$ cat src/rtl/sort_pkg.sv
// Shared definitions for the four-element sort sequencer: FSM states and
// the compare-exchange schedule that forms a 4-input sorting network.
package sort_pkg;

    localparam int NUM_STEPS = 5;
    localparam int STEP_W    = 3;

    typedef enum logic [1:0] {
        IDLE = 2'd0,
        RUN  = 2'd1,
        DONE = 2'd2
    } state_t;

    typedef struct packed {
        logic [1:0] first;
        logic [1:0] second;
    } pair_t;

    // One nibble per step, step 0 in the low nibble: {first, second}.
    localparam logic [NUM_STEPS*4-1:0] SCHEDULE = {
        4'b01_10,   // step 4: (r1,r2)
        4'b01_11,   // step 3: (r1,r3)
        4'b00_10,   // step 2: (r0,r2)
        4'b10_11,   // step 1: (r2,r3)
        4'b00_01    // step 0: (r0,r1)
    };

    function automatic pair_t sched_pair(input logic [STEP_W-1:0] step);
        logic [4:0] base;
        base = {step, 2'b00};
        return pair_t'(SCHEDULE[base +: 4]);
    endfunction

endpackage

$ cat src/rtl/sort_cmp_exchange.sv
// Combinational compare-exchange: hi_first takes the larger operand when
// order=0 and the smaller when order=1; equal operands pass through unswapped.
module sort_cmp_exchange #(
    parameter int WIDTH = 4
) (
    input  logic [WIDTH-1:0] p,
    input  logic [WIDTH-1:0] q,
    input  logic             order,
    output logic [WIDTH-1:0] hi_first,
    output logic [WIDTH-1:0] lo_second
);

    logic w_swap;

    assign w_swap    = order ? (q < p) : (p < q);
    assign hi_first  = w_swap ? q : p;
    assign lo_second = w_swap ? p : q;

endmodule

$ cat src/rtl/sort_sequencer.sv
// Four-element sorter that time-shares one compare-exchange unit over a
// five-step network, with valid/ready handshakes on input and output.
module sort_sequencer
    import sort_pkg::*;
#(
    parameter int WIDTH = 4,
    parameter int CNT_W = 8
) (
    input  logic             clk,
    input  logic             rst,
    input  logic             in_valid,
    output logic             in_ready,
    input  logic [WIDTH-1:0] a,
    input  logic [WIDTH-1:0] b,
    input  logic [WIDTH-1:0] c,
    input  logic [WIDTH-1:0] d,
    input  logic             order,
    output logic             out_valid,
    input  logic             out_ready,
    output logic [WIDTH-1:0] x,
    output logic [WIDTH-1:0] y,
    output logic [WIDTH-1:0] z,
    output logic [WIDTH-1:0] w,
    output logic             busy,
    output logic [CNT_W-1:0] sort_count,
    output logic [1:0]       o_dbg_state
);

    // Handshakes: a transfer happens on a rising edge where valid and ready
    // are both high; ready never depends on valid, and valid/data stay put
    // until the transfer occurs.

    state_t             r_state;
    state_t             w_next;
    logic [WIDTH-1:0]   r_elem [4];
    logic [STEP_W-1:0]  r_step;
    logic               r_order;
    logic [CNT_W-1:0]   r_count;

    pair_t              w_pair;
    logic [WIDTH-1:0]   w_p;
    logic [WIDTH-1:0]   w_q;
    logic [WIDTH-1:0]   w_hi;
    logic [WIDTH-1:0]   w_lo;
    logic               w_accept;
    logic               w_deliver;
    logic               w_last;

    assign w_pair    = sched_pair(r_step);
    assign w_p       = r_elem[w_pair.first];
    assign w_q       = r_elem[w_pair.second];
    assign w_accept  = in_valid && in_ready;
    assign w_deliver = out_valid && out_ready;
    assign w_last    = (r_step == STEP_W'(NUM_STEPS - 1));

    sort_cmp_exchange #(
        .WIDTH(WIDTH)
    ) u_cmp (
        .p        (w_p),
        .q        (w_q),
        .order    (r_order),
        .hi_first (w_hi),
        .lo_second(w_lo)
    );

    always_ff @(posedge clk) begin
        if (rst) begin
            r_state <= IDLE;
        end else begin
            r_state <= w_next;
        end
    end

    always_comb begin
        w_next    = r_state;
        in_ready  = 1'b0;
        out_valid = 1'b0;
        busy      = 1'b0;
        case (r_state)
            IDLE: begin
                in_ready = 1'b1;
                if (in_valid) begin
                    w_next = RUN;
                end
            end
            RUN: begin
                busy = 1'b1;
                if (w_last) begin
                    w_next = DONE;
                end
            end
            DONE: begin
                out_valid = 1'b1;
                if (out_ready) begin
                    w_next = IDLE;
                end
            end
            default: begin
                w_next = IDLE;
            end
        endcase
    end

    always_ff @(posedge clk) begin
        if (rst) begin
            for (int i = 0; i < 4; i++) begin
                r_elem[i] <= '0;
            end
            r_step  <= '0;
            r_order <= 1'b0;
            r_count <= '0;
        end else begin
            if (w_accept) begin
                r_elem[0] <= a;
                r_elem[1] <= b;
                r_elem[2] <= c;
                r_elem[3] <= d;
                r_order   <= order;
                r_step    <= '0;
            end else if (r_state == RUN) begin
                r_elem[w_pair.first]  <= w_hi;
                r_elem[w_pair.second] <= w_lo;
                r_step                <= r_step + 1'b1;
            end
            if (w_deliver) begin
                r_count <= r_count + 1'b1;
            end
        end
    end

    assign x           = r_elem[0];
    assign y           = r_elem[1];
    assign z           = r_elem[2];
    assign w           = r_elem[3];
    assign sort_count  = r_count;
    assign o_dbg_state = r_state;

endmodule
$ cat config.mk
export PLATFORM = sky130hd
export DESIGN_NAME = sort_sequencer
export DESIGN_NICKNAME = d
export VERILOG_FILES = /design/src/rtl/sort_pkg.sv /design/src/rtl/sort_cmp_exchange.sv /design/src/rtl/sort_sequencer.sv
export SDC_FILE = /design/constraint.sdc
export NUM_CORES = 1
export LEC_CHECK = 0
export BUFFER_PORTS_ARGS = -buffer_cell sky130_fd_sc_hd__buf_2
export CORE_ASPECT_RATIO = 0.6
export CORE_MARGIN = 4
export CORE_UTILIZATION = 25
export DETAILED_ROUTE_END_ITERATION = 10
export GPL_TIMING_DRIVEN = 1
export HOLD_SLACK_MARGIN = 0.08
export PLACE_DENSITY = 0.46
export SLEW_MARGIN = 40
export SYNTH_ARGS = -nofsm -noshare
export SYNTH_HDL_FRONTEND = slang
export SYNTH_SLANG_ARGS = --single-unit
export TNS_END_PERCENT = 1
$ cat constraint.sdc
create_clock -name clk -period 9.6 [get_ports clk]
set_clock_uncertainty 0.15 [all_clocks]
set_input_delay 2.4 -clock clk [delete_from_list [all_inputs] [get_ports clk]]
set_output_delay 2.4 -clock clk [all_outputs]
set_load 0.1 [all_outputs]
==> metrics.md, run 1 <==
| Metric | Value |
|---|---|
| Largest family of logic cells by synthesized area | simple AND/OR/NAND/NOR gates |
| Critical path class | register to register |
| Largest net degree at the start of global routing | 18 |
| Yosys warns | 0 |
| Biggest area consumer among synthesized cells | edfxtp_1 |
| Startpoint types | register |
| Vias in the first global route | 1835 |
| Share of the synthesized area in the top cell type | 0.2264 |
| Global-route wire length before repair | 10570 um |
| Hold Path Class | register to register |
| Clk buf depth | 2 |
| Total Power | 512.2 uW |
| Adder-cell share of the synthesized area | 0.05896 |
| IO buf count | 49 |
| Unrepaired setup endpoints after global routing | false |
| Post-route ant nets | 0 |
| Final Max Slew Viols | 0 |
| Mux cell area share after synthesis | 0.1215 |
| Hold_ws | 0.3888 ns |
| Yosys reg bits | 30 |
| Initial DRC count | 185 |
| Pwr dens | 196.0 mW/mm2 |
| Syn_area_per_cell | 9.473 um2 |
| Crit-path max FO | 16 |
| Rows | 25 |
| Worst slew margin | 0.4541 |
| Most frequent cells in the layout | 51 x buf_2, 29 x nand2_1, 21 x nor2_1 |
| Die Area | 0.01007 mm2 |
| Nets | 305 |
| Asr flop ratio synth | 0 |
| Io pins | 50 |
| Worst Tran Pin Value | 0.8189 ns |
| CTS tree | yes |
| Synth cell types | 47 |
| Worst skew pair latency | 0.27 ns |
| WL met1 | 3588 um |
| Initial antenna violation count | 0 |
| Drt first pass iters | 6 |
| Drt drc | 0 |
| Gpl congestion | 0.8620 |
| Die Y | 79.37 um |
| Layout cells sized above 1 | 0.2655 |
| R2R Path Start | r_step[0] |
| Resized cells post-CTS | 0 |
| Post-synthesis cell area | 0.002122 mm2 |
| Layout area overhead | 23.11% |
| GRT Util Overall | 0.1370 |
| Simple-Gate Fraction of Synth Area | 0.1958 |
| Max-cap viol count | 0 |
| Worst Setup SP | r_step[0] |
| Hold Crit Start | sort_count[7] |
| Compound-Gate Fraction of Synth Area | 0.1857 |
| Static leakage | 0.001128 uW |
| Top_reg_cell synth | edfxtp_1 |
| Final hold vios | 0 |
| Post-CTS Hold Buffers | 0 |
| Max frequency | 0.2192 GHz |
| Sink Count | 30 |
| Diodes inserted | 0 |
| Uppermost layer routed | met4 |
| VDD IR max | 0.06612 mV |
| Post-DP HPWL | 5210 um |
| DR vias/cell | 5.037 |
| Grt ovf | 0 |
| Area contributors post-synth | edfxtp_1 23%, dfxtp_1 13%, mux2i_1 9.0% |
| Clk slew on worst S/H paths | 0.05 ns |
| Post-Syn Instances | 224 |
| H-tree level count | 2 |
| WP data arrival | 4.40 ns |
| Final min period | 4.563 ns |
| CP required | 9.44 ns |
| Outcome | completed |
| Most common cell after layout, fill and taps aside | buf_2 |
| Xor-xnor portion of the synthesized cell area | 0.03715 |
| WL met3 | 476 um |
| Sequential-to-total area share from yosys stat | 0.3585 |
| Setup Fix Bufs, Post-CTS | 0 |
| Die width | 126.9 um |
| Initial core utilization | 0.2629 |
| Final wirelength | 6689 um |
| Core ar. | 0.008070 mm2 |
| Number of synthesized flops with an enable pin | 16 |
| DR vias | 1929 |
| TritonCTS Buffers | 5 |
| Setup TNS | 0 ns |
| Drt wl/cell | 17.46 um |
| Synthesized net count | 255 |
| Fin crit share | 0.4753 |
| Routed length on met2 | 2586 um |
| Root buf cell | clkbuf_16 |
| Final setup violation count | 0 |
| Worst setup EP type | register |
metrics by stage:
step                      cells  area [um2]  worst slack [ns]  utilization
after global routing        383        2613             4.830       0.3237
after floorplan             224        2122             4.833            -
after detailed placement    375        2475             5.097       0.3067
after global placement      373        2465             5.070       0.3054
after CTS                   383        2613             5.123       0.3237
final                       383        2613             5.037       0.3237
kinds of logic (layout without fill, tap and decap cells):
| group | Yosys count | after routing |
|---|---|---|
| AND/OR/NAND/NOR | 83 | 83 |
| AO/OA/AOI/OAI | 47 | 47 |
| flip-flops | 30 | 30 |
| multiplexers | 25 | 25 |
| buffers and inverters | 20 | 71 |
| adder cells (fa/ha/maj) | 10 | 10 |
| XOR/XNOR | 9 | 9 |
per-layer routing:
metal	up-vias	GRT usage
met1	912	0.2138
li1	946	-
met2	69	0.1809
met3	2	0.03562
met4	0	0.03533
met5	-	0
path summary, 6_finish.rpt:
kind / slack [ns] / depth (start not counted) / end
hold reg to reg: 0.39 / 2 / sort_count[7]
setup reg to reg: 5.04 / 11 / r_elem[2][1]
hold / removal: 0.39 / 2 / sort_count[7]
setup / recovery: 5.04 / 11 / r_elem[2][1]
cell usage after synthesis, drive strengths merged (2+ instances only):
library cell / instances
a21oi: 10
a221oi: 5
a222oi: 3
and2: 3
buf: 6
clkbuf: 4
dfxtp: 14
edfxtp: 16
ha: 10
inv: 10
mux2: 6
mux2i: 19
nand2: 29
nand2b: 3
nand3: 5
nand3b: 3
nand4: 4
nor2: 21
nor2b: 4
nor3: 2
nor4b: 2
o211ai: 2
o21ai: 3
o221ai: 15
or3: 2
xnor2: 3
xor2: 6
sequential cells by signal (all words and copies together) (netlist names):
name / flops
sort_count: 8
o_dbg_state: 2
r_order: 1
r_step: 3
r_elem: 16
area by class of cell:
class,count,area (um2)
fill,848,5458
tap,108,135.1
clock inverter,2,8.758
inverter,10,37.54
multi-input combinational,174,1271
sequential,30,760.7
timing repair buffer,53,270.3
clock buffer,6,128.9
critical path, stage by stage, from the launching register on:
cell and delay (ns):
dfxtp_1 0.34, inv_1 0.12, ha_1 0.41, nand3b_1 0.23, and2_1 0.24, o221ai_1 0.66, ha_1 0.41, a21oi_1 0.33
a21oi_1 0.17, a31oi_4 0.60, mux2i_1 0.42, o221ai_1 0.19
report_power, final:
| group | switching, uW | leakage (uW) | internal [uW] | total, uW |
|---|---|---|---|---|
| Combinational | 143 | 0.000773 | 59.8 | 203 |
| Sequential | 11.6 | 0.000287 | 148 | 159 |
| Clock | 55.2 | 0.0000683 | 94.6 | 150 |
| Total | 210 | 0.00113 | 302 | 512 |
No activity file was read; power rests on OpenSTA's default activity.
==> run 2: changes to the inputs <==
--- a/config.mk
+++ b/config.mk
@@ -12,7 +12,7 @@
 export DETAILED_ROUTE_END_ITERATION = 10
 export GPL_TIMING_DRIVEN = 1
 export HOLD_SLACK_MARGIN = 0.08
-export PLACE_DENSITY = 0.46
+export PLACE_DENSITY = 0.48
 export SLEW_MARGIN = 40
 export SYNTH_ARGS = -nofsm -noshare
 export SYNTH_HDL_FRONTEND = slang
==> constraint.sdc (replaced) <==
create_clock -name clk -period 4.1 [get_ports clk]
set_clock_uncertainty 0.15 [all_clocks]
set_input_delay 1.025 -clock clk [delete_from_list [all_inputs] [get_ports clk]]
set_output_delay 1.025 -clock clk [all_outputs]
set_load 0.1 [all_outputs]
==> metrics.md, run 2 (synthesized netlist as in run 1, its figures left out) <==
| Metric | Value |
|---|---|
| Outcome | completed |
| VDD IR max | 0.1421 mV |
| Post-DP HPWL | 5485 um |
| Grt ovf | 0 |
| Diodes inserted | 0 |
| H-tree level count | 2 |
| R2R setup slack | 0.31 ns |
| Pwr dens | 481.5 mW/mm2 |
| Critical path class | register to register |
| Layout area overhead | 28.42% |
| Most frequent cells in the layout | 49 x buf_2, 29 x nand2_1, 21 x nor2_1 |
| Logic pwr share | 0.397 |
| Clk slew on worst S/H paths | 0.05 ns |
| Unrepaired setup endpoints after global routing | false |
| Hold_ws | 0.3664 ns |
| Initial DRC count | 113 |
| Largest net degree at the start of global routing | 18 |
| Most common cell after layout, fill and taps aside | buf_2 |
| Global-route wire length before repair | 10930 um |
| Io pins | 50 |
| Max frequency | 0.2641 GHz |
| Core ar. | 0.008070 mm2 |
| R2R cell count | 14 |
| Root buf cell | clkbuf_16 |
| Worst slew margin | 0.6148 |
| Filler cells | 843 |
| Flip-flop count of the largest register after layout | 16 |
| Final hold vios | 0 |
| Clk buf depth | 2 |
| Setup TNS | 0 ns |
| Hold Crit Start | sort_count[7] |
| Sequential Power Share | 0.284 |
| Gpl congestion | 0.8483 |
| Final Max Slew Viols | 0 |
| Max-cap viol count | 0 |
| Final min period | 3.787 ns |
| Layout cells sized above 1 | 0.2923 |
| Sw frac | 0.3844 |
| Initial core utilization | 0.2629 |
| Drt drc | 0 |
| Top register by number of flip-flops | r_elem |
| Setup WS post-layout | 0.3135 ns |
| Final setup violation count | 0 |
| Post-route ant nets | 0 |
| Worst Tran Pin Value | 0.5763 ns |
| Critical path endpoint | r_elem[2][0] |
| Final wirelength | 6830 um |
| Drt first pass iters | 4 |
| DR vias/cell | 5.015 |
| CTS tree | yes |
| Clk pwr share | 0.319 |
| Drt wl/cell | 17.42 um |
| Worst Setup SP | r_step[0] |
| Initial antenna violation count | 0 |
| Nets | 314 |
| DR vias | 1966 |
| R2R Path Start | r_step[0] |
| Resized cells post-CTS | 0 |
| Setup Fix Bufs, Post-CTS | 0 |
| Reg-to-Reg End | r_elem[2][0] |
| Net Switching | 504.4 uW |
| Post-Place Setup Slack | 0.3062 ns |
| GRT Util Overall | 0.1397 |
| Die width | 126.9 um |
| Post-CTS Hold Buffers | 0 |
| Vias in the first global route | 1957 |
| WP data arrival | 3.64 ns |
| Rows | 25 |
| Fin crit share | 0.9235 |
| Int Pwr | 807.8 uW |
| Sink Count | 30 |
| Hold Path Class | register to register |
| TritonCTS Buffers | 5 |
| Startpoint types | register |
| Crit-path max FO | 14 |
| Worst setup EP type | register |
| Die Y | 79.37 um |
| CP required | 3.95 ns |
| IO buf count | 49 |
| Static leakage | 0.001186 uW |
| Worst skew pair latency | 0.27 ns |
| Die Area | 0.01007 mm2 |
==> run 2: changes by cell type in the layout (fill, tap and decap cells not counted) <==
| cell | before | now |
|---|---|---|
| buf_2 | 51 | 49 |
| clkinv_2 | 1 | 0 |
| buf_12 | 0 | 1 |
| ha_1 | 10 | 9 |
| bufinv_16 | 0 | 1 |
| ha_2 | 0 | 1 |
| clkbuf_1 | 1 | 2 |
| clkinv_1 | 1 | 0 |
| buf_4 | 2 | 12 |
==> run 2: worst min-delay path by stage <==
stage                          to  cells after the start
global route        sort_count[7]                      2
CTS                 sort_count[7]                      2
global placement    sort_count[7]                      2
floorplan                 r_order                      2
detailed placement  sort_count[7]                      2
finish              sort_count[7]                      2
==> run 2: power groups by stage <==
stage	Clock (uW)	Combinational, uW	Sequential (uW)
after floorplan	0	237	517
after global placement	0	516	378
after detailed placement	0	517	378
after CTS	427	519	372
after global routing	441	550	375
final	418	521	373
==> run 2: metal layers <==
layer / wire (um) / global-route usage
met2: 2485 / 0.1772
met1: 3611 / 0.2189
met5: 0 / 0
met3: 706 / 0.05040
met4: 27 / 0.02570
==> run 2: cell type report <==
cell class | count | area, um2 | area share
tap | 108 | 135.1 | 0.04959
clock inverter | 1 | 30.03 | 0.01102
sequential | 30 | 760.7 | 0.2792
inverter | 10 | 37.54 | 0.01377
multi-input combinational | 174 | 1274 | 0.4674
timing repair buffer | 62 | 355.3 | 0.1304
clock buffer | 7 | 132.6 | 0.04867
==> run 2: metrics by stage <==
| step | utilization | cell area, um2 | total power [uW] | std cells |
|---|---|---|---|---|
| after floorplan | - | 2122 | 754.1 | 224 |
| after global placement | 0.3172 | 2560 | 893.9 | 384 |
| after detailed placement | 0.3172 | 2560 | 894.5 | 384 |
| after CTS | 0.3374 | 2723 | 1318 | 392 |
| after global routing | 0.3377 | 2725 | 1366 | 392 |
| final | 0.3377 | 2725 | 1312 | 392 |
==> run 2: worst max-delay path, cell delays in order, from the launching register on <==
cell and delay [ns]:
dfxtp_1 0.39, inv_1 0.11, ha_1 0.26, nand2_1 0.11, a21boi_2 0.19, inv_2 0.04, a222oi_1 0.45, inv_1 0.10
ha_1 0.35, a21oi_1 0.24, a21oi_1 0.14, a31oi_4 0.24, buf_12 0.19, mux2i_1 0.38, o221ai_1 0.16
==> run 3: changes to the inputs <==
--- a/config.mk
+++ b/config.mk
@@ -8,11 +8,11 @@
 export BUFFER_PORTS_ARGS = -buffer_cell sky130_fd_sc_hd__buf_2
 export CORE_ASPECT_RATIO = 0.6
 export CORE_MARGIN = 4
-export CORE_UTILIZATION = 25
+export CORE_UTILIZATION = 49
 export DETAILED_ROUTE_END_ITERATION = 10
 export GPL_TIMING_DRIVEN = 1
 export HOLD_SLACK_MARGIN = 0.08
-export PLACE_DENSITY = 0.48
+export PLACE_DENSITY = 0.8
 export SLEW_MARGIN = 40
 export SYNTH_ARGS = -nofsm -noshare
 export SYNTH_HDL_FRONTEND = slang
==> metrics.md, run 3 (synthesized netlist as in run 1, its figures left out) <==
| Metric | Value |
|---|---|
| Outcome | completed |
| Flip-flop count of the largest register after layout | 16 |
| CTS tree | yes |
| WHS Endpoint | sort_count[7] |
| Rows | 18 |
| Die width | 92.96 um |
| Finished Cell Area | 0.002639 mm2 |
| H-tree level count | 2 |
| R2R setup slack | 0.21 ns |
| CP top delay family | compound AO/OA/AOI/OAI gates |
| R2R Path Start | r_step[0] |
| Layout area overhead | 24.35% |
| Setup TNS | 0 ns |
| Pwr dens | 470.9 mW/mm2 |
| Layout cells sized above 1 | 0.3099 |
| Final min period | 3.894 ns |
| Slowest stage cell on the critical path | a222oi_1 |
| Placed Instance Area | 0.002487 mm2 |
| Io pins | 50 |
| Clk buf depth | 2 |
| Die Y | 58.98 um |
| Post-CTS Hold Buffers | 0 |
| Gpl congestion | 1.082 |
| CP required | 3.98 ns |
| Vias in the first global route | 1877 |
| Worst setup EP type | register |
| Uppermost layer routed | met4 |
| Hold Crit Start | sort_count[7] |
| Startpoint types | register |
| Global-route wire length before repair | 9735 um |
| Post-DP HPWL | 4857 um |
| Top register by number of flip-flops | r_elem |
| Root buf cell | clkbuf_8 |
| Filler cells | 375 |
| Unrepaired setup endpoints after global routing | false |
| Final hold vios | 0 |
| Max-cap viol count | 0 |
| Initial antenna violation count | 0 |
| Static leakage | 0.001169 uW |
| DR vias | 2068 |
| Critical path class | register to register |
| Worst hold path depth | 2 |
| Max frequency | 0.2568 GHz |
| Cell Chain, Critical Path | inv_1, ha_2, mux2_2, a222oi_1, ha_1, nor2b_1, o211ai_2, a21oi_1, a31oi_4, buf_4, mux2i_1, o221ai_1 |
| DR vias/cell | 6.012 |
| Core ar. | 0.004144 mm2 |
| Most common cell after layout, fill and taps aside | buf_2 |
| TritonCTS Buffers | 5 |
| Largest net degree at the start of global routing | 18 |
| WL met3 | 911 um |
| WP data arrival | 3.77 ns |
| Grt ovf | 0 |
| Clk slew on worst S/H paths | 0.07 ns |
| Final Max Slew Viols | 0 |
| Drt drc | 0 |
| Crit-path max FO | 14 |
| Final setup violation count | 0 |
| Post-route ant nets | 0 |
| Initial DRC count | 250 |
| Drt wl/cell | 18.49 um |
| VDD IR max | 0.2106 mV |
| CP max stage delay | 0.43 ns |
| Fin crit share | 0.9499 |
| Hold Path Class | register to register |
| Most frequent cells in the layout | 49 x buf_2, 29 x nand2_1, 21 x nor2_1 |
| Die Area | 0.005482 mm2 |
| Worst Tran Pin Value | 0.5426 ns |
| Nets | 314 |
| Routed length on met2 | 2583 um |
| WL met1 | 2790 um |
| Setup Fix Bufs, Post-CTS | 0 |
| Reg-to-Reg End | r_elem[2][1] |
| GRT Util Overall | 0.2353 |
| Initial core utilization | 0.5121 |
| Worst slew margin | 0.6383 |
| Diodes inserted | 0 |
| Drt first pass iters | 6 |
| Final wirelength | 6360 um |
| R2R cell count | 12 |
| Sink Count | 30 |
| IO buf count | 49 |
| Worst skew pair latency | 0.29 ns |
| WP buf/inv | 2 |
## run 3: worst max-delay path by stage
| stage | slack, ns | to | startpoint | cells past startpoint |
|---|---|---|---|---|
| floorplan | 0.16 | r_elem[2][3] | r_step[0] | 12 |
| global placement | 0.26 | r_elem[2][1] | r_step[1] | 12 |
| detailed placement | 0.18 | r_elem[2][1] | r_step[1] | 12 |
| CTS | 0.11 | r_elem[2][1] | r_step[1] | 12 |
| global route | 0.03 | r_elem[1][0] | r_step[0] | 12 |
| finish | 0.21 | r_elem[2][1] | r_step[0] | 12 |
## run 3: layout make-up
cell class / count / area [um2] / share of cell area
Clock inverter: 1 / 30.03 / 0.01138
Multi-Input combinational cell: 174 / 1285 / 0.4870
Timing Repair Buffer: 62 / 342.8 / 0.1299
Tap cell: 60 / 75.07 / 0.02845
Sequential cell: 30 / 760.7 / 0.2883
Inverter: 10 / 37.54 / 0.01422
Clock buffer: 7 / 107.6 / 0.04078
## run 3: per-layer routing
layer	up-vias	track usage
li1	961	-
met1	963	0.3389
met2	133	0.3183
met3	11	0.09645
met4	0	0.07516
met5	-	0
## run 3: metrics by stage
stage | setup WS (ns) | power [uW] | cells | hold slack [ns] | utilization
3_5_place_dp | 0.1841 | 873.2 | 336 | 0.3588 | 0.6002
4_1_cts | 0.1131 | 1229 | 344 | 0.3706 | 0.6335
5_1_grt | 0.03139 | 1280 | 344 | 0.3936 | 0.6368
3_3_place_gp | 0.2619 | 865.4 | 336 | 0.3391 | 0.6002
6_report | 0.2055 | 1242 | 344 | 0.3672 | 0.6368
2_1_floorplan | 0.1590 | 754.1 | 224 | 0.3638 | -
## run 3: what timing repair did
action | 4_1_cts | 5_1_grt
gates resized for setup | 0 | 4
hold endpoints to repair | 0 | 0
endpoints found under the setup margin | 0 | 13
## run 3: power breakdown
group          switching (uW)  internal (uW)
clock                     119            235
sequential               28.3            345
combinational             347            169
## run 3: tightest hold or removal path, stage by stage (launching register included)
cell and delay, ns:
dfxtp_1 0.34, xor2_1 0.07, nor2_1 0.07
